### config.mk
export PLATFORM = sky130hd
export DESIGN_NAME = pwm_peripheral
export DESIGN_NICKNAME = d
export VERILOG_FILES = /design/src/rtl/pwm_peripheral.sv
export SDC_FILE = /design/constraint.sdc
export NUM_CORES = 1
export LEC_CHECK = 0
export ABC_AREA = 1
export CAP_MARGIN = 20
export CELL_PAD_IN_SITES_DETAIL_PLACEMENT = 1
export CELL_PAD_IN_SITES_GLOBAL_PLACEMENT = 1
export CORE_MARGIN = 10
export CORE_UTILIZATION = 36
export CTS_CLUSTER_DIAMETER = 120
export DETAILED_ROUTE_END_ITERATION = 6
export GPL_TIMING_DRIVEN = 0
export PLACE_DENSITY = 0.84
export SLEW_MARGIN = 10
export SYNTH_ARGS = -nofsm -noshare
export SYNTH_HDL_FRONTEND = slang
export SYNTH_SLANG_ARGS = --single-unit
### constraint.sdc
create_clock -name clk -period 2.4 [get_ports clk]
set_clock_uncertainty 0.1 [all_clocks]
set_input_delay 0.48 -clock clk [delete_from_list [all_inputs] [get_ports clk]]
set_output_delay 0.48 -clock clk [all_outputs]
set_load 0.02 [all_outputs]
### src/rtl/pwm_peripheral.sv
// 16-pin PWM output stage: prescaled 8-bit period counter, double-buffered duty,
// and per-pin force-low / force-high / PWM selection with registered pin drive.
module pwm_peripheral #(
  parameter int unsigned CLK_DIV = 3000
) (
  input  logic       clk,
  input  logic       rst,
  input  logic [7:0] en_reg_out_7_0,
  input  logic [7:0] en_reg_out_15_8,
  input  logic [7:0] en_reg_pwm_7_0,
  input  logic [7:0] en_reg_pwm_15_8,
  input  logic [7:0] pwm_duty_cycle,
  output logic [7:0] out_7_0,
  output logic [7:0] out_15_8,
  output logic       period_start
);

  localparam int unsigned PRESC_W = 16;
  localparam int unsigned CNT_W   = 8;
  localparam int unsigned PIN_N   = 16;

  localparam logic [PRESC_W-1:0] PRESC_LAST = PRESC_W'(CLK_DIV - 1);
  localparam logic [CNT_W-1:0]   CNT_LAST   = {CNT_W{1'b1}};

  logic [PRESC_W-1:0] prescaler;
  logic [CNT_W-1:0]   pwm_cnt;
  logic [CNT_W-1:0]   duty_shadow;
  logic [PIN_N-1:0]   pins_q;

  logic               tick_c;
  logic               wrap_c;
  logic               pwm_raw_c;
  logic [PIN_N-1:0]   en_out_c;
  logic [PIN_N-1:0]   en_pwm_c;
  logic [PIN_N-1:0]   pins_next_c;

  // Full-scale duty is a special case so 0xFF means a solid high level.
  always_comb begin
    tick_c    = (prescaler == PRESC_LAST);
    wrap_c    = tick_c && (pwm_cnt == CNT_LAST);
    pwm_raw_c = (duty_shadow == CNT_LAST) || (pwm_cnt < duty_shadow);
  end

  assign en_out_c    = {en_reg_out_15_8, en_reg_out_7_0};
  assign en_pwm_c    = {en_reg_pwm_15_8, en_reg_pwm_7_0};
  assign pins_next_c = en_out_c & (~en_pwm_c | {PIN_N{pwm_raw_c}});

  always_ff @(posedge clk or posedge rst) begin
    if (rst) begin
      prescaler <= '0;
    end else if (tick_c) begin
      prescaler <= '0;
    end else begin
      prescaler <= prescaler + PRESC_W'(1);
    end
  end

  always_ff @(posedge clk or posedge rst) begin
    if (rst) begin
      pwm_cnt <= '0;
    end else if (tick_c) begin
      pwm_cnt <= pwm_cnt + CNT_W'(1);
    end
  end

  // Duty only moves at the period boundary, so a running period is never cut short.
  always_ff @(posedge clk or posedge rst) begin
    if (rst) begin
      duty_shadow  <= '0;
      period_start <= 1'b0;
    end else begin
      period_start <= wrap_c;
      if (wrap_c) begin
        duty_shadow <= pwm_duty_cycle;
      end
    end
  end

  always_ff @(posedge clk or posedge rst) begin
    if (rst) begin
      pins_q <= '0;
    end else begin
      pins_q <= pins_next_c;
    end
  end

  assign out_7_0  = pins_q[7:0];
  assign out_15_8 = pins_q[15:8];

endmodule

==> results of run 1 <==
-- per-stage QoR --
step                      total power, mW  worst slack, ns
after floorplan                    0.9027           0.6472
after global placement              1.004          -0.3264
after detailed placement            1.013           0.4249
after CTS                           1.626           0.4078
after global routing                1.668           0.2567
final                               1.605           0.4447
-- sequential cells by signal, indices dropped and copies added (netlist names) --
signal	count
period_start	1
pins_q	16
prescaler	16
pwm_cnt	8
duty_shadow	8
-- power breakdown --
| part | internal (mW) | switching (mW) | leakage, nW |
|---|---|---|---|
| combinational | 0.0898 | 0.0609 | 1.11 |
| sequential | 0.838 | 0.00345 | 0.591 |
| clock | 0.313 | 0.300 | 0.0585 |
| total | 1.24 | 0.364 | 1.76 |
-- per-layer routing --
metal,wire length [um],track usage (%),vias up
met5,0,0,-
met4,108,4.881,0
met3,583,6.166,8
met2,3153,23.16,53
met1,2449,12.31,1002
li1,-,-,1052
-- cells by family after synthesis --
family                   after synthesis
AND/OR/NAND/NOR                      153
buffers and inverters                 64
flip-flops                            49
AO/OA/AOI/OAI                         14
XOR/XNOR                              12
adder cells (fa/ha/maj)                9
-- worst max-delay path, stage by stage, from the launching register on --
cell and delay [ns]:
dfrtp_1 0.46, ha_1 0.34, a21oi_1 0.17, nor2_1 0.06
nor3_1 0.15, nand2_1 0.20, buf_2 0.24, nand3_1 0.08
nand2_1 0.06, inv_1 0.05
-- path summary, 6_finish.rpt --
kind                       slack (ns)  cells after the start                      end                     from
setup / recovery                 0.44                      9     pins_q[11]$_DFF_PP0_   pwm_cnt[5]$_DFFE_PP0N_
hold / removal                   0.37                      1  prescaler[15]$_DFF_PP0_  prescaler[15]$_DFF_PP0_
setup reg to reg                 0.44                      9     pins_q[11]$_DFF_PP0_   pwm_cnt[5]$_DFFE_PP0N_
hold reg to reg                  0.37                      1  prescaler[15]$_DFF_PP0_  prescaler[15]$_DFF_PP0_
max in group asynchronous        1.30                      3   pwm_cnt[4]$_DFFE_PP0N_                      rst
min in group asynchronous        0.38                      2      pins_q[6]$_DFF_PP0_                      rst
-- layout by cell type (no fill, tap or decap), drive strengths merged --
master and count:
a21oi 5, nand3 28, nor4 2, xor2 8
xnor2 4, nand4 4, dfrtp 49, nand3b 1
bufinv 1, ha 9, buf 4, nand2 83
nor2 26, clkinv 1, inv 62, nor3 9
clkbuf 5, clkdlybuf4s50 58, o21ai 9
-- cell type report --
cell class              count  area, um^2  area share, %
flip-flops and latches     49        1226          37.42
multi-input cells         188       987.2          30.13
repair buffers             59       600.6          18.33
inverters                  61       229.0          6.987
well taps                  80       100.1          3.055
clock buffers               5       68.82          2.100
clock inverters             3       43.79          1.336
plain buffers               3       21.27         0.6491
-- synthesized netlist by cell type --
cell and instances:
inv_2 1, nand3_2 1, buf_2 2, nand4_1 4, nand2_1 81, xnor2_1 4, inv_1 60, nor4_4 1
nor2_1 24, nor4_1 1, nand3_1 27, o21ai_0 1, nor2_2 2, nand3b_1 1, nor3_1 9, dfrtp_1 49
buf_6 1, nand2_2 2, xor2_1 8, o21ai_2 8, ha_1 9, a21oi_1 5
==> results.yml, run 1 <==
floorplan:
  fp.dieH_um: 102.7
  num_rows: 30
  pin_count: 59
  start_util_pct: 36.67
  floorplan.die.width_um: 102.7
  dieArea_um2: 10550
  coreArea_um2: 6719
placed_design:
  routabilityCongestion: 0.7997
  dpl.hpwl_um: 4961
  placed_cells: 440
  portBuffers: 58
  post_dp_cell_area_um2: 3164
hold_path:
  holdCritPathClass: "register to register"
yosys:
  synthCells: 301
  yosys.area_share.simple_pct: 27.17
  yosys.area.top_type_share_pct: 49.77
  synth_area_per_cell_um2: 8.185
  synth.distinct_cells: 22
  syn-num-nets: 352
  ys_ff_latch: 49
  synth_xor_area_share_pct: 4.266
  synth_top_cells_by_area: "dfrtp_1, nand2_1, inv_1"
  ys_seq_area_share_pct: 49.77
  syn_area_um2: 2464
  synthAdderAreaFrac_pct: 4.571
  synth_top_family_by_area: "simple AND/OR/NAND/NOR gates"
  muxShareOfSynthArea_pct: 0
  synth_top_area_cell: "dfrtp_1"
  yosys_warnings: 0
  synth-compound-area-share_pct: 4.063
global_route:
  grt_pass1_vias: 2390
  grt_max_degree: 32
  grt_usage_pct: 12.83
  antenna_found_initial: 0
  grt_overflow: 0
  grt_pass1_wl_um: 10610
cts:
  cts_tree: "yes"
  post_cts_buffers: 0
  clock_sinks: 49
  clk_path_buf_depth: 2
  htreeDepth: 2
  cts_hold_buffers: 0
  worstSkewPairLatency_ns: 0.32
  ctsRootBufferMaster: "clkbuf_8"
  cts_resized: 0
  path_clk_slew_ns: 0.10
  cts_made_buffers: 5
timing:
  rsz0062_at_grt: "false"
  setup_tns_ns: 0
  max_clock_freq_mhz: 511.4
  tightest_slew_ns: 0.4359
  hold_violations: 0
  finalCritPeriodShare_pct: 81.47
  holdWs_ns: 0.3697
  relSlewSlack_pct: 70.90
  fin_crit_ns: 1.955
  slew_violations: 0
  setup_viol: 0
finish:
  fillers: 829
  fin_cells: 448
  fin_util_pct: 48.77
  drive_above_1_share_pct: 7.609
  nNetsFinal: 418
  postLayoutCellArea_um2: 3277
  syn_to_final_growth_pct: 33.01
  diodes: 0
power:
  peakVddDrop_mv: 0.3328
  p_per_area_nw_per_um2: 489.8
  power.leakage_nw: 1.764
status:
  status: "complete, no violations"
drt:
  vias_per_cell: 4.721
  first_iter_violations: 42
  wire_per_inst_um: 14.05
  drt-total-wl_um: 6294
  vias: 2115
  drc: 0
  dr.pass1.iters: 4
  antenna_left: 0
critical_path:
  crit_path_end_kind: "register"
  worst_setup_path_start_kind: "register"
  crit_path_max_fanout: 10
  path_class: "register to register"
  worstPathArrival_ns: 2.12
  worstPathRequired_ns: 2.56
flow_run:
  drv_cap: 0
No activity file was read; power rests on OpenSTA's default activity.
==> inputs of run 2 (changes only) <==
--- a/config.mk
+++ b/config.mk
@@ -10,11 +10,11 @@
 export CELL_PAD_IN_SITES_DETAIL_PLACEMENT = 1
 export CELL_PAD_IN_SITES_GLOBAL_PLACEMENT = 1
 export CORE_MARGIN = 10
-export CORE_UTILIZATION = 36
+export CORE_UTILIZATION = 33
 export CTS_CLUSTER_DIAMETER = 120
 export DETAILED_ROUTE_END_ITERATION = 6
 export GPL_TIMING_DRIVEN = 0
-export PLACE_DENSITY = 0.84
+export PLACE_DENSITY = 0.81
 export SLEW_MARGIN = 10
 export SYNTH_ARGS = -nofsm -noshare
 export SYNTH_HDL_FRONTEND = slang
==> constraint.sdc (replaced) <==
create_clock -name clk -period 1.6 [get_ports clk]
set_clock_uncertainty 0.1 [all_clocks]
set_input_delay 0.32 -clock clk [delete_from_list [all_inputs] [get_ports clk]]
set_output_delay 0.32 -clock clk [all_outputs]
set_load 0.02 [all_outputs]
==> run 2 against run 1 <==
The run now ends with negative setup slack left. Flip-flop and latch count unchanged. First-iteration DRC count increased by 7.1%. Fmax up 16%. Combinational power grew 44%. Clock power is 27% higher. Critical path type unchanged. Largest power group unchanged.
==> results.yml, run 2 (synthesis gave the netlist of run 1 again) <==
status:
  status: "finished, violations left"
  violations: "negative setup slack"
finish:
  syn_to_final_growth_pct: 56.53
  diodes: 0
  largestRegisters: "pins_q x16, prescaler x16"
  regArea_um2: 1234
  nNetsFinal: 451
  final_cell_mix: "nand2_1, inv_1, dfrtp_1, clkdlybuf4s50_1, buf_4"
  fillers: 866
  drive_above_1_share_pct: 30.92
  multi_input_area_um2: 1284
  final_common_cell: "nand2_1"
timing:
  tightest_slew_ns: 0.5023
  fin_crit_ns: 1.679
  layout_setup_ws_ns: -0.07855
  hold_violations: 0
  setup_tns_ns: -1.081
  relSlewSlack_pct: 66.47
  setup_viol: 25
  max_clock_freq_mhz: 595.8
  holdWs_ns: 0.2589
  finalCritPeriodShare_pct: 104.9
  slew_violations: 0
  rsz0062_at_grt: "true"
global_route:
  grt_overflow: 0
  grt_usage_pct: 12.34
  grt_pass1_vias: 2523
  grt_pass1_wl_um: 11500
  grt_max_degree: 30
  antenna_found_initial: 0
floorplan:
  num_rows: 31
  dieArea_um2: 11320
  pin_count: 59
  coreArea_um2: 7253
  start_util_pct: 33.97
  floorplan.die.width_um: 106.4
  fp.dieH_um: 106.4
drt:
  wire_per_inst_um: 15.28
  antenna_left: 0
  vias: 2308
  vias_per_cell: 4.616
  drt-total-wl_um: 7640
  drc: 0
  dr.pass1.iters: 4
  first_iter_violations: 45
cts:
  cts_made_buffers: 5
  clk_path_buf_depth: 2
  htreeDepth: 2
  worstSkewPairLatency_ns: 0.31
  ctsRootBufferMaster: "clkbuf_8"
  clock_sinks: 49
  cts_tree: "yes"
  cts_hold_buffers: 0
  path_clk_slew_ns: 0.10
critical_path:
  crit_slowest_cell: "dfrtp_1"
  worstPathRequired_ns: 1.76
  worstPathCellList: "inv_1, ha_1, nand2_1, inv_1, nor3_4, nand2_4, buf_4, nand3_1, nand2_1, inv_1"
  crit_top_cell: "inv_1"
  worstPathArrival_ns: 1.84
  path_class: "register to register"
  slowest_delay_ns: 0.39
  reg2reg_slack_ns: -0.08
  worst_setup_path_start_kind: "register"
  crit_path_end_kind: "register"
  crit_path_max_fanout: 7
hold_path:
  holdCritPathClass: "primary input to asynchronous set/reset pin"
placed_design:
  routabilityCongestion: 0.7548
  dpl.hpwl_um: 5098
  portBuffers: 58
power:
  peakVddDrop_mv: 0.4756
  p_per_area_nw_per_um2: 585.3
  power.leakage_nw: 2.002
flow_run:
  drv_cap: 0
## run 2: path summary, 6_finish.rpt
check / start / end / depth (start not counted)
worst max-delay path: duty_shadow[7]$_DFFE_PP0P_ / pins_q[1]$_DFF_PP0_ / 10
worst min-delay path: rst / prescaler[9]$_DFF_PP0_ / 2
worst max register to register: duty_shadow[7]$_DFFE_PP0P_ / pins_q[1]$_DFF_PP0_ / 10
worst min register to register: prescaler[15]$_DFF_PP0_ / prescaler[15]$_DFF_PP0_ / 1
max in group asynchronous: rst / duty_shadow[5]$_DFFE_PP0P_ / 3
min in group clk: prescaler[15]$_DFF_PP0_ / prescaler[15]$_DFF_PP0_ / 1
## run 2: worst max-delay path: cells and delay by family (launching register included)
kind	cells	cell delay, ns
and+or+nand+nor	5	0.53
buffers and inverters	4	0.35
DFF	1	0.39
adders and majority gates	1	0.26
## run 2: power by group
part	switching (mW)	leakage, nW	internal [mW]
clock	0.425	0.0512	0.351
combinational	0.0978	1.37	0.121
sequential	0.00518	0.581	1.26
## run 2: cell type report
| class | count | share of cell area (%) |
|---|---|---|
| plain buffers | 3 | 0.8112 |
| clock buffers | 6 | 2.141 |
| clock inverters | 2 | 0.3569 |
| inverters | 61 | 6.197 |
| multi-input cells | 189 | 33.29 |
| flip-flops and latches | 49 | 31.99 |
| well taps | 99 | 3.212 |
| repair buffers | 91 | 22.00 |
## run 2: timing repair
action / 4_1_cts / 5_1_grt
resized for setup: 51 / 56
endpoints found under the setup margin: 58 / 46
setup buffers: 14 / 16
endpoints found under the hold margin: 0 / 0
gates cloned: 2 / 1
pin swaps: 10 / 19
## run 2: stage by stage
step           instances  total power [mW]  utilization, %  area [um^2]  setup slack [ns]
6_report             500             2.257           53.17         3856          -0.07855
5_1_grt              500             2.360           53.17         3856           -0.2124
4_1_cts              483             2.277           48.40         3511          -0.07681
3_5_place_dp         459             1.520           44.04         3194           -0.2687
3_3_place_gp         458             1.508           43.76         3174           -0.9683
2_1_floorplan        301             1.354               -         2470          0.007181
## run 2: layer usage
layer / share of wire, % / up-vias / track usage, %
met5: 0 / - / 0
met4: 0.94 / 0 / 3.288
met3: 7.9 / 7 / 6.099
met2: 52 / 52 / 22.04
met1: 39 / 1130 / 12.52
li1: - / 1119 / -
